## config.mk

```make
export PLATFORM = sky130hd
export DESIGN_NAME = fft_frame_feeder
export DESIGN_NICKNAME = d
export VERILOG_FILES = /design/src/rtl/fft_frame_feeder.sv
export SDC_FILE = /design/constraint.sdc
export NUM_CORES = 1
export LEC_CHECK = 0
export ABC_AREA = 0
export ABC_CLOCK_PERIOD_IN_PS = 6800
export CELL_PAD_IN_SITES_DETAIL_PLACEMENT = 1
export CELL_PAD_IN_SITES_GLOBAL_PLACEMENT = 1
export CORE_MARGIN = 3
export CORE_UTILIZATION = 37
export CTS_BUF_LIST = sky130_fd_sc_hd__clkbuf_4 sky130_fd_sc_hd__clkbuf_8
export DETAILED_ROUTE_END_ITERATION = 6
export GPL_ROUTABILITY_DRIVEN = 0
export HOLD_SLACK_MARGIN = 0.06
export PLACE_DENSITY = 0.95
export RECOVER_POWER = 50
export SLEW_MARGIN = 20
export SYNTH_ARGS = -nofsm -noshare
export SYNTH_HDL_FRONTEND = slang
export SYNTH_SLANG_ARGS = --single-unit
export TNS_END_PERCENT = 100
```

## constraint.sdc

```tcl
create_clock -name clk -period 6.8 [get_ports clk]
set_clock_uncertainty 0.1 [all_clocks]
set_input_delay 1.7 -clock clk [delete_from_list [all_inputs] [get_ports clk]]
set_output_delay 1.7 -clock clk [all_outputs]
set_load 0.1 [all_outputs]
```

## src/rtl/fft_frame_feeder.sv

```systemverilog
// Front end for the corefft pipeline: picks one of NCH ADC channels per frame and
// forwards whole 2^NALL-sample frames with an in-frame index, in single-shot or continuous mode.
module fft_frame_feeder #(
    parameter int WIDTH   = 16,
    parameter int NALL    = 9,
    parameter int NCH     = 4,
    parameter int CHSEL_W = 2,
    parameter int DROP_W  = 16
) (
    input  logic                      clk,
    input  logic                      areset,
    input  logic                      din_en,
    input  logic [NCH*WIDTH-1:0]      din_ad,
    input  logic [CHSEL_W-1:0]        ch_sel,
    input  logic                      mode,
    input  logic                      arm,
    input  logic                      stop,
    output logic                      core_en,
    output logic signed [WIDTH-1:0]   core_data,
    output logic [NALL-1:0]           core_cnt,
    output logic [CHSEL_W-1:0]        core_ch,
    output logic                      frame_start,
    output logic                      frame_done,
    output logic                      busy,
    output logic [DROP_W-1:0]         drop_cnt
);

    typedef enum logic [1:0] {
        IDLE  = 2'd0,
        ARMED = 2'd1,
        RUN   = 2'd2
    } state_t;

    state_t state_q, state_d;

    logic                mode_q, mode_d;
    logic                has_armed_q, has_armed_d;
    logic                stop_pend_q, stop_pend_d;
    logic [CHSEL_W-1:0]  ch_q, ch_d;
    logic [NALL-1:0]     cnt_q, cnt_d;
    logic [WIDTH-1:0]    data_q, data_d;
    logic                en_q, en_d;
    logic                start_q, start_d;
    logic                done_q, done_d;
    logic [DROP_W-1:0]   drop_q, drop_d;

    logic                accept;
    logic [NALL-1:0]     idx_next;
    logic                first_idx;
    logic                last_idx;
    logic [CHSEL_W-1:0]  ch_req;
    logic [CHSEL_W-1:0]  sel_ch;
    logic [WIDTH-1:0]    sample;

    always_ff @(posedge clk or negedge areset) begin
        if (!areset) begin
            state_q <= IDLE;
        end else begin
            state_q <= state_d;
        end
    end

    // A frame only ends on its last index; stop merely decides whether another one follows.
    always_comb begin
        state_d = state_q;
        unique case (state_q)
            IDLE: begin
                if (arm) begin
                    state_d = ARMED;
                end
            end
            ARMED: begin
                if (stop) begin
                    state_d = IDLE;
                end else if (accept) begin
                    state_d = RUN;
                end
            end
            RUN: begin
                if (accept && last_idx && (!mode_q || stop_pend_q || stop)) begin
                    state_d = IDLE;
                end
            end
            default: state_d = IDLE;
        endcase
    end

    always_comb begin
        accept = 1'b0;
        busy   = 1'b0;
        unique case (state_q)
            ARMED: begin
                accept = din_en && !stop;
                busy   = 1'b1;
            end
            RUN: begin
                accept = din_en;
                busy   = 1'b1;
            end
            default: begin
                accept = 1'b0;
                busy   = 1'b0;
            end
        endcase
    end

    assign idx_next  = (state_q == RUN) ? cnt_q + 1'b1 : '0;
    assign first_idx = (idx_next == '0);
    assign last_idx  = &idx_next;

    // Out-of-range channel requests fall back to channel 0.
    assign ch_req = (int'(ch_sel) < NCH) ? ch_sel : '0;
    assign sel_ch = first_idx ? ch_req : ch_q;

    always_comb begin
        sample = '0;
        for (int k = 0; k < NCH; k++) begin
            if (int'(sel_ch) == k) begin
                sample = din_ad[k*WIDTH +: WIDTH];
            end
        end
    end

    always_comb begin
        mode_d      = mode_q;
        has_armed_d = has_armed_q;
        stop_pend_d = stop_pend_q;
        if (state_q == IDLE && arm) begin
            mode_d      = mode;
            has_armed_d = 1'b1;
        end
        if (state_q != RUN) begin
            stop_pend_d = 1'b0;
        end else if (accept && last_idx) begin
            stop_pend_d = 1'b0;
        end else if (stop) begin
            stop_pend_d = 1'b1;
        end
    end

    // Data, index and channel hold while idle so the core always sees the last valid sample.
    always_comb begin
        en_d    = accept;
        start_d = accept && first_idx;
        done_d  = accept && last_idx;
        data_d  = data_q;
        cnt_d   = cnt_q;
        ch_d    = ch_q;
        if (accept) begin
            data_d = sample;
            cnt_d  = idx_next;
            ch_d   = sel_ch;
        end
        drop_d = drop_q;
        if (state_q == IDLE && din_en && has_armed_q && !(&drop_q)) begin
            drop_d = drop_q + 1'b1;
        end
    end

    always_ff @(posedge clk or negedge areset) begin
        if (!areset) begin
            mode_q      <= 1'b0;
            has_armed_q <= 1'b0;
            stop_pend_q <= 1'b0;
            ch_q        <= '0;
            cnt_q       <= '1;
            data_q      <= '0;
            en_q        <= 1'b0;
            start_q     <= 1'b0;
            done_q      <= 1'b0;
            drop_q      <= '0;
        end else begin
            mode_q      <= mode_d;
            has_armed_q <= has_armed_d;
            stop_pend_q <= stop_pend_d;
            ch_q        <= ch_d;
            cnt_q       <= cnt_d;
            data_q      <= data_d;
            en_q        <= en_d;
            start_q     <= start_d;
            done_q      <= done_d;
            drop_q      <= drop_d;
        end
    end

    assign core_en     = en_q;
    assign core_data   = data_q;
    assign core_cnt    = cnt_q;
    assign core_ch     = ch_q;
    assign frame_start = start_q;
    assign frame_done  = done_q;
    assign drop_cnt    = drop_q;

endmodule

```

**Word-level counts from Yosys, hierarchy flattened**

Cells that the tools add are included.

- Bits in registers: 51
- Bits of input ports: 72
- Output and inout port bits: 47
- Logic and storage cells: 59

- Add/sub/neg operators: 2
- Equality and inequality tests: 9
- Mux-type cells: 16
- Reduce and logical (&&, ||, !) cells: 21

Operator list:

| cell | number |
|---|---|
| 16-bit 2-to-1 mux | 4 |
| 16-bit by 1-bit adder with 16-bit output (second input constant) | 1 |
| 16-bit AND reduction | 1 |
| 2-bit 2-to-1 mux | 5 |
| 9-bit by 1-bit adder with 9-bit output (second input constant) | 1 |
| 9-bit logical NOT | 1 |
| 9-bit 2-to-1 mux | 1 |
| 9-bit AND reduction | 1 |
| 1-bit logical AND | 8 |
| 2-bit == test (second input constant) | 3 |
| 2-bit inequality test (second input constant) | 3 |
| 2-bit one-hot mux with 3 select lines | 1 |
| 2-bit by 1-bit == test with 1-bit output (second input constant) | 2 |
| 2-bit logical NOT | 2 |
| 1-bit 2-to-1 mux | 4 |
| 1-bit logical NOT | 3 |
| 3-bit inequality test (second input constant) | 1 |
| 3-bit AND reduction | 1 |
| 3-bit nonzero test | 1 |
| 1-bit logical OR | 2 |
| 1-bit one-hot mux with 2 select lines | 1 |
| 2-bit OR reduction | 1 |

**Logic depth before layout (Yosys ltp)**

- Word-level depth: 9
- Gate-level depth with buffers: 12
- Mapped depth without buffers: 9

**Worst setup path before layout**

No wires, ideal clock.

- Path type: input to register
- From: input port stop
- To: register state_q[1]
- Library setup time: 125 ps
- Arrival: 3,216 ps
- Data required time: 6,575 ps
- Slack: 3,359 ps
- Stages on the path: 7
- Path buffers: 0
- Cell sequence: nor2b_1 > o21bai_1 > a2111oi_0 > nand4b_1 > a22oi_1 > o21ai_0 > mux2_2

- Cells in the longest elaborated chain, start to end: 7
- Elaborated cells on any way between the ends: 11
- Those cells by class: eq/ne (2); mux (3); reduce/logical (6)

RTL lines:

| element | line | RTL |
|---|---|---|
| start: declaration | 17 | `input logic stop,` |
| 1-bit logical NOT | 93 | `accept = din_en && !stop;` |
| 1-bit logical AND | 93 |  |
| 1-bit one-hot mux with 2 select lines | 91 | `unique case (state_q)` |
| 1-bit logical AND (2 in series) | 80 | `if (accept && last_idx && (!mode_q \|\| stop_pend_q \|\| stop)) begin` |
| 2-bit inequality test (no source line) | - |  |
| 3-bit AND reduction (no source line) | - |  |
| end signal: assignment | 59 | `state_q <= state_d;` |
| end: declaration | 34 | `state_t state_q, state_d;` |

Several ways; a longest one is shown, not always the timed one.
A chain may end at the register's enable or synchronous reset.

**Final worst setup path**

- From: input port din_en
- To: register cnt_q[2] (netlist: core_cnt[2])

- Cells in the longest elaborated chain, start to end: 2

RTL lines:

| element | line | RTL |
|---|---|---|
| start: declaration | 12 | `input logic din_en,` |
| 1-bit logical AND | 93 |  |
| 1-bit one-hot mux with 2 select lines * | 91 |  |
| end signal: assignment | 177 | `cnt_q <= cnt_d;` |
| end: declaration | 40 | `logic [NALL-1:0] cnt_q, cnt_d;` |

Mark *: on every way between the ends. The rest lies on a longest branch, timed or not.

==> impl_metrics.toml <==
[timing]
rsz0062_at_grt = "no"
whs_ps = 403
setup_viol = 0
worstMarginPinSlew_ps = 2830
setup-tns-final_ps = 0
hold_viol = 0
final_max_slew_viol_count = 89
fmax_mhz = 198
fin_crit_sh = 0.741
fin_crit_ps = 5040
slew-limit-headroom = -0.886

[clock_tree]
hold_buffers = 0
insertion_delay_ps = 310
cts_tree = "built"
cts_buffers = 5
postCtsSetupRepairBufs = 0
htree_levels = 2
clock-sinks = 51
cts-root-buf = "clkbuf_8"
cts_buffer_depth = 2
path_clk_slew_ps = 100
cts-resized-gates = 0

[final_layout]
fill_cells = 1087
area_growth_pct = 37.4
fin_nets = 583
drive_gt1_frac = 0.0789
final_core_util = 0.526
diodes = 0

[floorplan]
die_area_um2 = 10800
fp.dieH_um = 104
fp-row-count = 35
start_util = 0.383
die_w_um = 104
io_pins = 119
core_area_um2 = 9280

[route]
viasPerCell = 5.67
wirelength_um = 12000
final_antenna_net_count = 0
dr.pass1.iters = 4
drc = 0
wl_per_cell_um = 18.9
vias = 3607
first_iter_violations = 120

[global_route]
grt_pass1_vias = 3868
grt-ovfl-total = 0
grt.total_usage = 0.225
grt_max_degree = 52
antenna_found_initial = 0
grt_pass1_wl_um = 20100

[outcome]
failed_checks = "max-capacitance violations, max-slew violations"
outcome = "finished, violations left"

[placed_design]
port_buffers = 118
hpwl_um = 9030

[critical_path]
path_buf_inv = 3
crit_slowest_cell = "clkbuf_1"
required_ps = 6940
critical_path.max_fanout = 36
worst_path_largest_cell_delay_ps = 1190
crit_family = "buffers and inverters"
r2r_start = "core_cnt[0]$_DFFE_PN1P_"
arrival_ps = 5180
path_cells = "dlygate4sd3_1 > nand2_1 > o21bai_2 > clkbuf_1 > inv_1 > nand3_1 > o21ai_0 > a22o_2"
worst-r2r-cell-count = 8
critPathLaunchType = "primary input"
regToRegEndpoint = "core_data[12]$_DFFE_PN0P_"
reg2reg_slack_ps = 2680
crit_type = "in2reg"
end_kind = "flop"

[logic_synthesis]
ys_seq_area_frac = 0.362
ys_ff_latch = 51
synth_area_um2 = 3560
synth_fp_nets = 482
yosysWarnings = 0
syn_inst = 405
ys_types = 59
async_reset_ff_frac = 1.00
syn_avg_cell_area_um2 = 8.78
synth_edf_count = 0
synth_ff_type = "dfrtp_1"

[worst_hold_path]
hold_start = "core_data[13]$_DFFE_PN0P_"
holdPathStages = 2
holdPathEnd = "core_data[13]$_DFFE_PN0P_"
hold_path_class = "reg2reg"

[power_and_ir_drop]
p_per_area_nw_per_um2 = 389
leakage_nw = 1.96
ir_worst_vdd_v = 0.000198

[job]
maxCapViolCount = 2
flip-flops by register name, indices dropped and copies added (netlist names):
register	cells
core_data	16
mode_q	1
frame_start	1
core_en	1
frame_done	1
core_cnt	9
drop_cnt	16
stop_pend_q	1
core_ch	2
state_q	2
has_armed_q	1
synth_stat cells (all sizes together) (8+ instances only):
master / count / share of area
nor3: 10 / 0.015
buf: 12 / 0.022
dfrtp: 42 / 0.30
and3: 14 / 0.026
nor2: 40 / 0.042
dfstp: 9 / 0.067
nand2: 52 / 0.055
xnor2: 12 / 0.030
inv: 12 / 0.013
a221oi: 12 / 0.030
nand3: 8 / 0.011
nand4: 8 / 0.014
o21ai: 25 / 0.036
o221ai: 12 / 0.030
clkbuf: 16 / 0.017
mux2i: 33 / 0.093
logic make-up (layout without fill, tap and decap cells):
kind of cell	after synthesis	in the layout	synth area share
AO/OA/AOI/OAI	94	94	0.198
AND/OR/NAND/NOR	160	160	0.220
buffers and inverters	40	142	0.0514
adder cells (fa/ha/maj)	5	5	0.0176
multiplexers	37	37	0.107
flip-flops	51	51	0.362
XOR/XNOR	18	18	0.0443
report_power, final:
| part | internal [mW] | total [mW] | switching, mW | leakage [nW] |
|---|---|---|---|---|
| sequential | 0.390 | 0.489 | 0.0984 | 0.623 |
| combinational | 0.339 | 1.22 | 0.880 | 1.29 |
| clock | 0.0762 | 0.192 | 0.116 | 0.0491 |
| total | 0.805 | 1.90 | 1.10 | 1.96 |
cell usage in the layout, fill, tap and decap left out, types with 6 or more instances in the layout:
cell,n
a21oi_1,7
a221oi_1,12
and3_1,13
clkdlybuf4s50_1,112
dfrtp_1,42
dfstp_2,9
inv_1,12
mux2i_1,31
nand2_1,52
nand3_1,8
nand4_1,8
nor2_1,40
nor3_1,9
o21ai_0,16
o21ai_1,8
o221ai_1,12
xnor2_1,12
xor2_1,6
stage by stage:
step                std cells  setup slack (ps)  power (mW)  instance area [um^2]
floorplan                 405              3360        1.38                  3560
global placement          628              2120        1.67                  4790
detailed placement        628              1970        1.71                  4790
CTS                       636              2300        1.91                  4890
global route              636              1560        2.00                  4880
finish                    636              1760        1.90                  4880
how the worst max path moves through the flow:
stage                     cells past startpoint                        end      start
after floorplan                               7     state_q[1]$_DFFE_PN0P_       stop
after global placement                        7   core_data[8]$_DFFE_PN0P_  ch_sel[0]
after detailed placement                      7  core_data[12]$_DFFE_PN0P_  ch_sel[0]
after CTS                                     7  core_data[12]$_DFFE_PN0P_  ch_sel[0]
after global routing                          8    core_cnt[2]$_DFFE_PN1P_     din_en
final                                         8    core_cnt[2]$_DFFE_PN1P_     din_en
layout make-up:
class / count / area [um^2] / share of cell area
timing repair buffer: 122 / 1200 / 0.245
sequential: 51 / 1290 / 0.264
inverter: 12 / 45.0 / 0.00922
tap: 129 / 161 / 0.0330
clock buffer: 5 / 68.8 / 0.0141
multi-input combinational: 314 / 2100 / 0.429
clock inverter: 3 / 26.3 / 0.00538
worst min-delay path: stages, from the launching register on:
cell and delay (ps):
dfrtp_1 370, nand2_1 50, o21ai_0 60
metal layers:
| layer | part of all wire | vias to the layer above | GRT usage |
|---|---|---|---|
| li1 | - | 1678 | - |
| met1 | 0.40 | 1795 | 0.274 |
| met2 | 0.53 | 116 | 0.416 |
| met3 | 0.047 | 18 | 0.0267 |
| met4 | 0.018 | 0 | 0.0646 |
| met5 | 0 | - | 0 |
No activity file was read; power rests on OpenSTA's default activity.
